==> src/rtl/instruction_fetch.sv <==
// -----------------------------------------------------------------------------
// instruction_fetch
//
// Fetch stage front end. A PC register addresses a combinational instruction
// memory. Each accepted fetch writes {pc, inst} into a small FIFO and advances
// the PC by 4. Decode drains the FIFO head through a valid/ready handshake.
// A taken redirect flushes the FIFO and reloads the PC in the same cycle.
//
// Parameters
//   RESET_PC   PC value loaded while reset is asserted
//   BUF_DEPTH  fetch buffer entries (2 or 4)
//
// Ports
//   clk              single clock, all state on the rising edge
//   rst              asynchronous active-low reset
//   imem_addr        byte address to instruction memory (the PC register)
//   imem_inst        instruction word for imem_addr, same cycle
//   redirect_valid   branch/jump taken this cycle
//   redirect_target  new PC when redirect_valid is high
//   out_valid        buffer head valid for decode
//   out_ready        decode accepts the head this cycle
//   out_inst         instruction at buffer head (0 when empty)
//   out_pc           PC of instruction at buffer head (0 when empty)
//   misalign_err     sticky misaligned-redirect flag
//
// Optional feature
//   IFETCH_ALIGN_CHECK_EN  when defined, redirects whose target is not word
//                          aligned are ignored and set misalign_err until
//                          reset. When undefined, the target's low two bits
//                          are dropped and misalign_err is tied to 0.
// -----------------------------------------------------------------------------
module instruction_fetch #(
  parameter logic [31:0] RESET_PC  = 32'h0000_0000,
  parameter int          BUF_DEPTH = 2
) (
  input  logic        clk,
  input  logic        rst,
  output logic [31:0] imem_addr,
  input  logic [31:0] imem_inst,
  input  logic        redirect_valid,
  input  logic [31:0] redirect_target,
  output logic        out_valid,
  input  logic        out_ready,
  output logic [31:0] out_inst,
  output logic [31:0] out_pc,
  output logic        misalign_err
);

  // Only depths 2 and 4 are supported, so the pointer is one or two bits.
  localparam int PTR_W = (BUF_DEPTH > 2) ? 2 : 1;
  localparam int CNT_W = PTR_W + 1;

  localparam logic [PTR_W-1:0] LAST_PTR  = PTR_W'(BUF_DEPTH - 1);
  localparam logic [CNT_W-1:0] FULL_CNT  = CNT_W'(BUF_DEPTH);
  localparam logic [CNT_W-1:0] CNT_ONE   = CNT_W'(1);

  typedef struct packed {
    logic [31:0] pc;
    logic [31:0] inst;
  } entry_t;

  entry_t           r_buf [BUF_DEPTH];
  logic [PTR_W-1:0] r_head;
  logic [PTR_W-1:0] r_tail;
  logic [CNT_W-1:0] r_count;
  logic [31:0]      r_pc;

  logic             w_redirect;   // redirect that is actually taken
  logic             w_full;
  logic             w_pop;
  logic             w_push;
  logic [31:0]      w_target;
  logic [CNT_W-1:0] w_count_nxt;

  function automatic logic [PTR_W-1:0] ptr_inc(input logic [PTR_W-1:0] p);
    return (p == LAST_PTR) ? '0 : p + PTR_W'(1);
  endfunction

  // ---------------------------------------------------------------------------
  // Redirect qualification
  // ---------------------------------------------------------------------------
`ifdef IFETCH_ALIGN_CHECK_EN
  logic w_target_aligned;
  logic r_misalign;

  assign w_target_aligned = (redirect_target[1:0] == 2'b00);
  assign w_redirect       = redirect_valid & w_target_aligned;
  assign w_target         = redirect_target;
  assign misalign_err     = r_misalign;

  always_ff @(posedge clk or negedge rst) begin
    if (!rst) begin
      r_misalign <= 1'b0;
    end else if (redirect_valid && !w_target_aligned) begin
      r_misalign <= 1'b1;
    end
  end
`else
  logic w_unused_target_lsb;

  assign w_redirect          = redirect_valid;
  assign w_target            = {redirect_target[31:2], 2'b00};
  assign misalign_err        = 1'b0;
  assign w_unused_target_lsb = ^redirect_target[1:0];
`endif

  // ---------------------------------------------------------------------------
  // Handshake and FIFO control
  // ---------------------------------------------------------------------------
  assign w_full    = (r_count == FULL_CNT);
  assign out_valid = (r_count != '0);
  assign w_pop     = out_valid & out_ready;
  // A pop frees the slot the push lands in, so a full FIFO can still fetch.
  assign w_push    = ~w_redirect & (~w_full | w_pop);

  // NOTE: every variable assigned in always_comb gets a default first, so no
  // path leaves it unassigned and no latch is inferred.
  always_comb begin
    w_count_nxt = r_count;
    if (w_redirect) begin
      w_count_nxt = '0;
    end else if (w_push && !w_pop) begin
      w_count_nxt = r_count + CNT_ONE;
    end else if (w_pop && !w_push) begin
      w_count_nxt = r_count - CNT_ONE;
    end
  end

  // NOTE: sequential state uses non-blocking assignments so every register
  // samples pre-edge values regardless of block ordering.
  always_ff @(posedge clk or negedge rst) begin
    if (!rst) begin
      r_pc    <= RESET_PC;
      r_head  <= '0;
      r_tail  <= '0;
      r_count <= '0;
    end else begin
      r_count <= w_count_nxt;
      if (w_redirect) begin
        r_pc   <= w_target;
        r_head <= '0;
        r_tail <= '0;
      end else begin
        if (w_push) begin
          r_pc   <= r_pc + 32'd4;
          r_tail <= ptr_inc(r_tail);
        end
        if (w_pop) begin
          r_head <= ptr_inc(r_head);
        end
      end
    end
  end

  // NOTE: the storage array has no reset; validity comes solely from r_count,
  // and the outputs are masked to zero while the buffer is empty.
  always_ff @(posedge clk) begin
    if (w_push) begin
      r_buf[r_tail] <= '{pc: r_pc, inst: imem_inst};
    end
  end

  // ---------------------------------------------------------------------------
  // Outputs
  // ---------------------------------------------------------------------------
  assign imem_addr = r_pc;
  assign out_pc    = out_valid ? r_buf[r_head].pc   : 32'h0;
  assign out_inst  = out_valid ? r_buf[r_head].inst : 32'h0;

endmodule

==> config.mk <==
export PLATFORM = sky130hd
export DESIGN_NAME = instruction_fetch
export DESIGN_NICKNAME = d
export VERILOG_FILES = /design/src/rtl/instruction_fetch.sv
export SDC_FILE = /design/constraint.sdc
export NUM_CORES = 1
export LEC_CHECK = 0
export BUFFER_PORTS_ARGS = -buffer_cell sky130_fd_sc_hd__buf_4
export CORE_ASPECT_RATIO = 1.2
export CORE_MARGIN = 1
export CORE_UTILIZATION = 40
export CTS_CLUSTER_DIAMETER = 80
export CTS_CLUSTER_SIZE = 25
export DETAILED_ROUTE_END_ITERATION = 16
export GPL_ROUTABILITY_DRIVEN = 1
export PLACE_DENSITY = 0.61
export SYNTH_ARGS = -nofsm -noshare
export SYNTH_HDL_FRONTEND = slang
export SYNTH_SLANG_ARGS = --single-unit
export TNS_END_PERCENT = 5
==> constraint.sdc <==
create_clock -name clk -period 4.7 [get_ports clk]
set_input_delay 0.235 -clock clk [delete_from_list [all_inputs] [get_ports clk]]
set_output_delay 0.235 -clock clk [all_outputs]
set_load 0.05 [all_outputs]
==> flow_summary.yaml, run 1 <==
sta:
  tightest_slew_ns: 1.16
  min_period_ns: 2.56
  hold_viol: 0
  period_share: 0.545
  slew_viol_final: 0
  clock_skew_ns: 0.00726
  max_freq_mhz: 390
  hold_ws_ns: 0.0223
  setup_slack_ns: 2.14
  setup_violations: 0
  rsz0062_at_grt: "false"
  setup_tns_ns: 0
  relSlewSlack: 0.224
logic_synthesis:
  yosysSeqAreaShare: 0.687
  yosys.cell_types.count: 38
  synth_top_area_cell: "edfxtp_1"
  synth-seq-cells: 158
  synth_top_area_frac: 0.559
  synth_area_leaders: "edfxtp_1, dfrtp_1, mux2i_1, nor2_1, a31oi_1"
  yosysWarnings: 0
  avgSynthCellArea_um2: 13.6
  syn_inst: 490
  synth_area_um2: 6660
power_and_ir_drop:
  seq_power_share: 0.428
  switching_share: 0.311
  leakagePower_nw: 3.42
  clockPowerShare: 0.351
  combPwrFrac: 0.221
  internal_power_mw: 2.82
  total_power_mw: 4.10
  vdd_drop_max_uv: 227
  power_density_nw_per_um2: 458
  p_switching_mw: 1.27
setup_path:
  worstPathArrival_ns: 2.66
  reg2reg_setup_slack_ns: 2.14
  cpMaxStageDelayCell: "nor2_4"
  cp-end-kind: "flop"
  rr_endpoint: "r_buf[0][46]"
  r2r_start: "r_count[1]"
  criticalPathCategory: "flop to flop"
  critPathLaunchType: "flop"
  path_cells: "or3b_2 > nand2_1 > nor2_4 > buf_4"
  rr_worst_depth: 4
  required_ns: 4.80
  crit_path_max_incr_delay_ns: 0.75
  path_max_fanout: 27
cells_and_area:
  areaGrowthSynthToFinish_pct: 34.5
  final_common_cell: "buf_4"
  drive_above_1_share: 0.295
  mostFrequentLayoutCells: "buf_4, edfxtp_1, nor2_1"
  nets: 745
  antenna_cells: 0
placement:
  dp_slack_ns: 1.90
  numPortBuffers: 158
  place_congestion: 0.737
  hpwl_um: 9330
clock_network:
  cts.sinks: 158
  clk_latency_ns: 0.42
  cts-root-buf: "clkbuf_16"
  cts_tree: "done"
  cts_buffer_depth: 2
  postCtsSetupBuffers: 0
  cts_htree_levels: 4
  cts_hold_buffers: 31
  cts_resized: 0
  cts_buffers: 17
  clk_pin_slew_worst_paths_ns: 0.06
global_routing:
  met1_usage: 0.208
  grt_use_met2: 0.300
  busiest_layer: "met2"
  grt_pass1_vias: 4379
  grt_max_degree: 64
  antenna_found_initial: 0
  grt-ovfl-total: 0
  track_usage: 0.174
  grt_pass1_wl_um: 22600
  use_met3: 0.0452
job:
  maxCapViolations: 0
routing:
  num_vias: 4560
  post_drt_wl_per_cell_um: 16.5
  via_per_inst: 5.06
  drt_iter0_drc: 255
  drc: 0
  wl_um: 14900
  drtPass1Iterations: 5
  final_antenna_net_count: 0
worst_hold_path:
  hp-start: "redirect_target[7]"
  hold_depth: 3
  worst_hold_path.endpoint: "imem_addr[7]"
  hp-class: "primary input to flop"
floorplan:
  die_h_um: 143
  fp-row-count: 51
  die_width_um: 120
  fp.coreArea_um2: 16300
  initial_utilization: 0.409
  die-area_um2: 17200
  io_pins: 166
run_status:
  status: "completed"
==> sequential cells by signal, summed over array words and instances, names as in the netlist <==
name	count
imem_addr	30
r_buf	124
r_count	2
r_head	1
r_tail	1
==> critical path, delay by kind of cell (launching register included) <==
| family | cells | cell delay [ns] |
|---|---|---|
| simple gates | 3 | 1.40 |
| flops | 1 | 0.43 |
| buf+inv | 1 | 0.41 |
==> worst max path at each step <==
| stage | startpoint | to | cells past startpoint | slack (ns) |
|---|---|---|---|---|
| floorplan | r_count[1] | r_buf[0][0] | 5 | 0.52 |
| global placement | redirect_valid | r_buf[0][11] | 5 | 1.95 |
| detailed placement | redirect_valid | r_buf[0][19] | 5 | 1.90 |
| CTS | r_count[1] | r_buf[0][46] | 4 | 2.05 |
| global route | r_count[1] | r_buf[0][6] | 4 | 1.91 |
| finish | r_count[1] | r_buf[0][46] | 4 | 2.14 |
==> cell type report <==
| type | count | area, um2 |
|---|---|---|
| Multi-Input combinational cell | 300 | 1930 |
| Timing Repair Buffer | 194 | 1540 |
| Clock buffer | 18 | 429 |
| Tap cell | 212 | 265 |
| Inverter | 5 | 18.8 |
| Sequential cell | 158 | 4580 |
| Fill cell | 1366 | 7320 |
| Clock inverter | 14 | 190 |
==> power by group through the flow <==
stage          Combinational [mW]  Sequential [mW]  Clock [mW]
2_1_floorplan               0.556             1.81           0
3_3_place_gp                0.887             1.77           0
3_5_place_dp                0.894             1.78           0
4_1_cts                     0.916             1.75        1.46
5_1_grt                     0.959             1.77        1.51
6_report                    0.907             1.75        1.44
==> stage by stage <==
stage                util  cell area [um2]  std cells
floorplan               -             6670        494
global placement    0.492             8000        836
finish              0.550             8950        901
CTS                 0.549             8930        899
global route        0.550             8950        901
detailed placement  0.492             8000        836
==> metal layers <==
metal / vias up / part of all wire / routed length [um]
met1: 2211 / 0.41 / 6180
met3: 17 / 0.054 / 810
met2: 146 / 0.51 / 7670
met4: 0 / 0.016 / 244
met5: - / 0 / 0
li1: 2186 / - / -
==> cells by family (layout without fill, tap and decap cells) <==
logic type      Yosys count  count (layout)  synth area share
fa+ha+maj                 1               1           0.00188
other cells               1               5          0.000563
simple gates            169             169             0.126
compound gates           51              51            0.0474
buf+inv                  36             231            0.0278
mux                      63              63            0.0947
xor+xnor                 11              11            0.0145
flops                   158             158             0.687
==> synth_stat cells, drive strengths merged <==
| cell | n |
|---|---|
| and4 | 2 |
| or3b | 1 |
| buf | 11 |
| o31ai | 12 |
| or3 | 8 |
| clkbuf | 19 |
| a31oi | 20 |
| dlygate4sd3 | 1 |
| xor2 | 7 |
| nand4b | 2 |
| o21ai | 17 |
| inv | 4 |
| mux2i | 63 |
| a21oi | 1 |
| nand3 | 10 |
| edfxtp | 124 |
| clkinv | 1 |
| or4 | 13 |
| a311o | 1 |
| or2 | 1 |
| and3 | 7 |
| xnor2 | 4 |
| nand4 | 10 |
| ha | 1 |
| nor2b | 1 |
| and2 | 3 |
| conb | 1 |
| nor2 | 88 |
| dfrtp | 34 |
| nand2 | 23 |
(Power assumes the default switching activity.)
==> run 2: changes to the inputs <==
Settings changed: PLACE_DENSITY 0.61 to 0.63.
Clock period 4.7 ns to 2.2 ns, I/O delays scaled along.
==> flow_summary.yaml, run 2 (synthesized netlist as in run 1, its figures left out) <==
sta:
  hold_viol: 0
  hold_ws_ns: 0.0157
  rsz0062_at_grt: "false"
  period_share: 0.915
  max_freq_mhz: 497
  setup_slack_ns: 0.188
  min_period_ns: 2.01
  tightest_slew_ns: 0.942
  slew_viol_final: 0
  setup_violations: 0
  relSlewSlack: 0.372
  clock_skew_ns: 0.00410
  setup_tns_ns: 0
clock_network:
  cts-root-buf: "clkbuf_16"
  clk_pin_slew_worst_paths_ns: 0.06
  cts_tree: "done"
  postCtsSetupBuffers: 0
  clk_latency_ns: 0.42
  cts_buffer_depth: 2
  cts.sinks: 158
  cts_buffers: 17
  cts_htree_levels: 4
power_and_ir_drop:
  total_power_mw: 8.68
  power_density_nw_per_um2: 923
  leakagePower_nw: 3.65
  vdd_drop_max_uv: 448
routing:
  wl_um: 14900
  drtPass1Iterations: 4
  via_per_inst: 4.93
  final_antenna_net_count: 0
  post_drt_wl_per_cell_um: 15.7
  num_vias: 4681
  drt_iter0_drc: 202
  drc: 0
placement:
  placedCellCount: 854
  numPortBuffers: 158
  place_congestion: 0.725
  dp_slack_ns: 0.214
  postPlaceCellArea_um2: 8190
  hpwl_um: 9640
global_routing:
  grt_pass1_wl_um: 23300
  antenna_found_initial: 0
  grt_max_degree: 63
  track_usage: 0.178
  grt-ovfl-total: 0
  grt_pass1_vias: 4682
cells_and_area:
  antenna_cells: 0
  largest_register_ffs: 124
  final_area_um2: 9400
  final_cells: 949
  drive_above_1_share: 0.305
  final_common_cell: "buf_4"
  areaGrowthSynthToFinish_pct: 41.3
  fillers: 1369
  top_register: "r_buf"
  mostFrequentLayoutCells: "buf_4, edfxtp_1, nor2_1"
  nets: 793
  fin_util: 0.578
setup_path:
  r2r_start: "r_count[1]"
  required_ns: 2.53
  worstPathArrival_ns: 2.34
  reg2reg_setup_slack_ns: 0.19
  cp-end-kind: "flop"
  rr_endpoint: "imem_addr[27]"
  critPathLaunchType: "flop"
  criticalPathCategory: "flop to flop"
  path_max_fanout: 19
  rr_worst_depth: 5
worst_hold_path:
  worst_hold_path.endpoint: "imem_addr[24]"
  hp-start: "redirect_target[24]"
  hp-class: "primary input to flop"
  hold_depth: 3
floorplan:
  fp-row-count: 51
  io_pins: 166
  die-area_um2: 17200
  die_h_um: 143
  fp.coreArea_um2: 16300
  die_width_um: 120
  initial_utilization: 0.409
run_status:
  status: "completed"
job:
  maxCapViolations: 0
-- run 2: changes by cell type in the layout (fill, tap and decap cells not counted), moves of 3 or more --
cell / before / now
buf_12: 0 / 3
buf_4: 161 / 176
dlygate4sd3_1: 33 / 63
clkinv_2: 1 / 4
-- run 2: repair_timing --
action / CTS / global route
hold buffers: 63 / 0
endpoints found under the hold margin: 128 / 0
gates resized for setup: 0 / 0
-- run 2: layer usage --
| metal | up-vias | part of all wire | global-route usage |
|---|---|---|---|
| met5 | - | 0 | 0 |
| met1 | 2242 | 0.42 | 0.212 |
| met4 | 0 | 0.018 | 0.0737 |
| met2 | 135 | 0.52 | 0.313 |
| met3 | 21 | 0.042 | 0.0385 |
| li1 | 2283 | - | - |
-- run 2: worst max path at each step --
stage | to | slack [ns] | start | cells past startpoint
after global placement | imem_addr[28] | 0.28 | imem_addr[8] | 5
after CTS | imem_addr[27] | 0.19 | imem_addr[8] | 5
final | imem_addr[27] | 0.19 | r_count[1] | 5
after floorplan | r_buf[0][0] | -0.07 | r_count[1] | 5
after global routing | imem_addr[27] | 0.06 | imem_addr[8] | 5
after detailed placement | imem_addr[19] | 0.21 | imem_addr[8] | 5
-- run 2: critical path: stages, from the launching register on --
cell and delay, ns:
dfrtp_1 0.43, or3b_4 0.27, buf_12 0.15, nand4b_1 0.31, or4_1 0.58, a31oi_1 0.19
-- run 2: where the power goes --
group | internal (mW) | switching, mW | leakage (nW)
Combinational | 0.719 | 1.43 | 1.81
Clock | 1.69 | 1.20 | 0.292
Sequential | 3.50 | 0.129 | 1.55
Total | 5.91 | 2.77 | 3.65
-- run 2: cell type report --
cell class                      count  area [um2]  area share
Clock buffer                       17         425      0.0452
Clock inverter                     15         163      0.0173
Inverter                            5        18.8     0.00200
Multi-Input combinational cell    300        1940       0.206
Sequential cell                   158        4580       0.487
Tap cell                          212         265      0.0282
Timing Repair Buffer              242        2010       0.214
==> run 3: changes to the inputs <==
Settings changed: CTS_BUF_LIST set to sky130_fd_sc_hd__clkbuf_16, RECOVER_POWER set to 25, SKIP_CTS_REPAIR_TIMING set to 1.
==> flow_summary.yaml, run 3 (synthesized netlist as in run 1, its figures left out) <==
setup_path:
  rr_endpoint: "imem_addr[27]"
  cpMaxStageDelayCell: "or4_1"
  critPathCapture: "imem_addr[27]"
  required_ns: 2.53
  r2r_start: "r_count[1]"
  path_max_fanout: 19
  critPathTopFamily: "simple AND/OR/NAND/NOR gates"
  critPathLaunchType: "flop"
  rr_worst_depth: 5
  criticalPathCategory: "flop to flop"
  cp-startpoint: "r_count[1]"
  reg2reg_setup_slack_ns: 0.19
  worst-path-buf-inv: 1
  path_cells: "or3b_4 > buf_12 > nand4b_1 > or4_1 > a31oi_1"
  cp-end-kind: "flop"
  crit_path_max_incr_delay_ns: 0.57
  worstPathArrival_ns: 2.34
  cp.depth: 5
sta:
  period_share: 0.914
  hold_ws_ns: -0.0294
  hold_viol: 3
  setup_violations: 0
  min_period_ns: 2.01
  slew_viol_final: 0
  relSlewSlack: 0.374
  setup_tns_ns: 0
  clock_skew_ns: 0.00620
  tightest_slew_ns: 0.940
  rsz0062_at_grt: "false"
  max_freq_mhz: 497
clock_network:
  cts_buffer_depth: 2
  cts_htree_levels: 4
  cts_tree: "done"
  clk_pin_slew_worst_paths_ns: 0.06
  cts-root-buf: "clkbuf_16"
  cts_buffers: 17
  clk_latency_ns: 0.42
  cts.sinks: 158
placement:
  postPlaceCellArea_um2: 8190
  numPortBuffers: 158
  place_congestion: 0.725
  hpwl_um: 9640
power_and_ir_drop:
  total_power_mw: 8.67
  power_density_nw_per_um2: 926
  leakagePower_nw: 3.62
  vdd_drop_max_uv: 447
job:
  maxCapViolations: 0
floorplan:
  fp.coreArea_um2: 16300
  fp-row-count: 51
  io_pins: 166
  die_width_um: 120
  initial_utilization: 0.409
  die_h_um: 143
  die-area_um2: 17200
cells_and_area:
  drive_above_1_share: 0.301
  antenna_cells: 0
  largest_register_ffs: 124
  nets: 790
  final_area_um2: 9360
  areaGrowthSynthToFinish_pct: 40.6
  mostFrequentLayoutCells: "buf_4, edfxtp_1, nor2_1"
  top_register: "r_buf"
  final_common_cell: "buf_4"
  fin_util: 0.575
  fillers: 1380
global_routing:
  grt_pass1_wl_um: 22400
  grt_pass1_vias: 4380
  grt_max_degree: 63
  track_usage: 0.173
  grt-ovfl-total: 0
  antenna_found_initial: 0
routing:
  drt_iter0_drc: 199
  num_vias: 4661
  post_drt_wl_per_cell_um: 15.7
  final_antenna_net_count: 0
  via_per_inst: 4.93
  drc: 0
  wl_um: 14900
  drtPass1Iterations: 4
run_status:
  status: "complete, but fails checks"
  violations: "hold timing"
worst_hold_path:
  hp-class: "primary input to flop"
-- run 3: worst min-delay path: stages --
cell and delay, ns:
buf_4 0.11, nor2_1 0.08, a31oi_1 0.05
-- run 3: worst min-delay path by stage --
| stage | start | endpoint | slack [ns] | depth (start not counted) |
|---|---|---|---|---|
| 2_1_floorplan | rst | imem_addr[10] | -0.19 | 0 |
| 3_3_place_gp | rst | imem_addr[8] | 0.09 | 1 |
| 5_1_grt | redirect_target[14] | imem_addr[14] | 0.001 | 3 |
| 3_5_place_dp | rst | imem_addr[7] | 0.1 | 1 |
| 6_report | redirect_target[14] | imem_addr[14] | -0.03 | 3 |
| 4_1_cts | rst | imem_addr[7] | -0.35 | 1 |
-- run 3: layout make-up --
cell class                 instances  area, um2  share of cell area
clock buffer                      17        425              0.0455
clock inverter                    15        163              0.0174
inverter                           5       18.8             0.00201
multi-input combinational        300       1940               0.208
sequential                       158       4580               0.489
tap                              212        265              0.0283
timing repair buffer             239       1960               0.210
-- run 3: stage by stage --
step	setup slack [ns]	std cells
CTS	0.193	886
global route	0.0596	946
floorplan	-0.0695	494
finish	0.188	946
global placement	0.281	854
detailed placement	0.214	854
-- run 3: power breakdown --
part           total, mW  internal (mW)  switching, mW
registers           3.63           3.50          0.130
logic               2.14          0.710           1.43
clock network       2.90           1.69           1.20
-- run 3: per-layer routing --
| metal | share of wire | vias to the layer above | track usage |
|---|---|---|---|
| met5 | 0 | - | 0 |
| met4 | 0.017 | 0 | 0.0737 |
| met3 | 0.042 | 22 | 0.0397 |
| met2 | 0.52 | 137 | 0.298 |
| met1 | 0.42 | 2225 | 0.207 |
| li1 | - | 2277 | - |
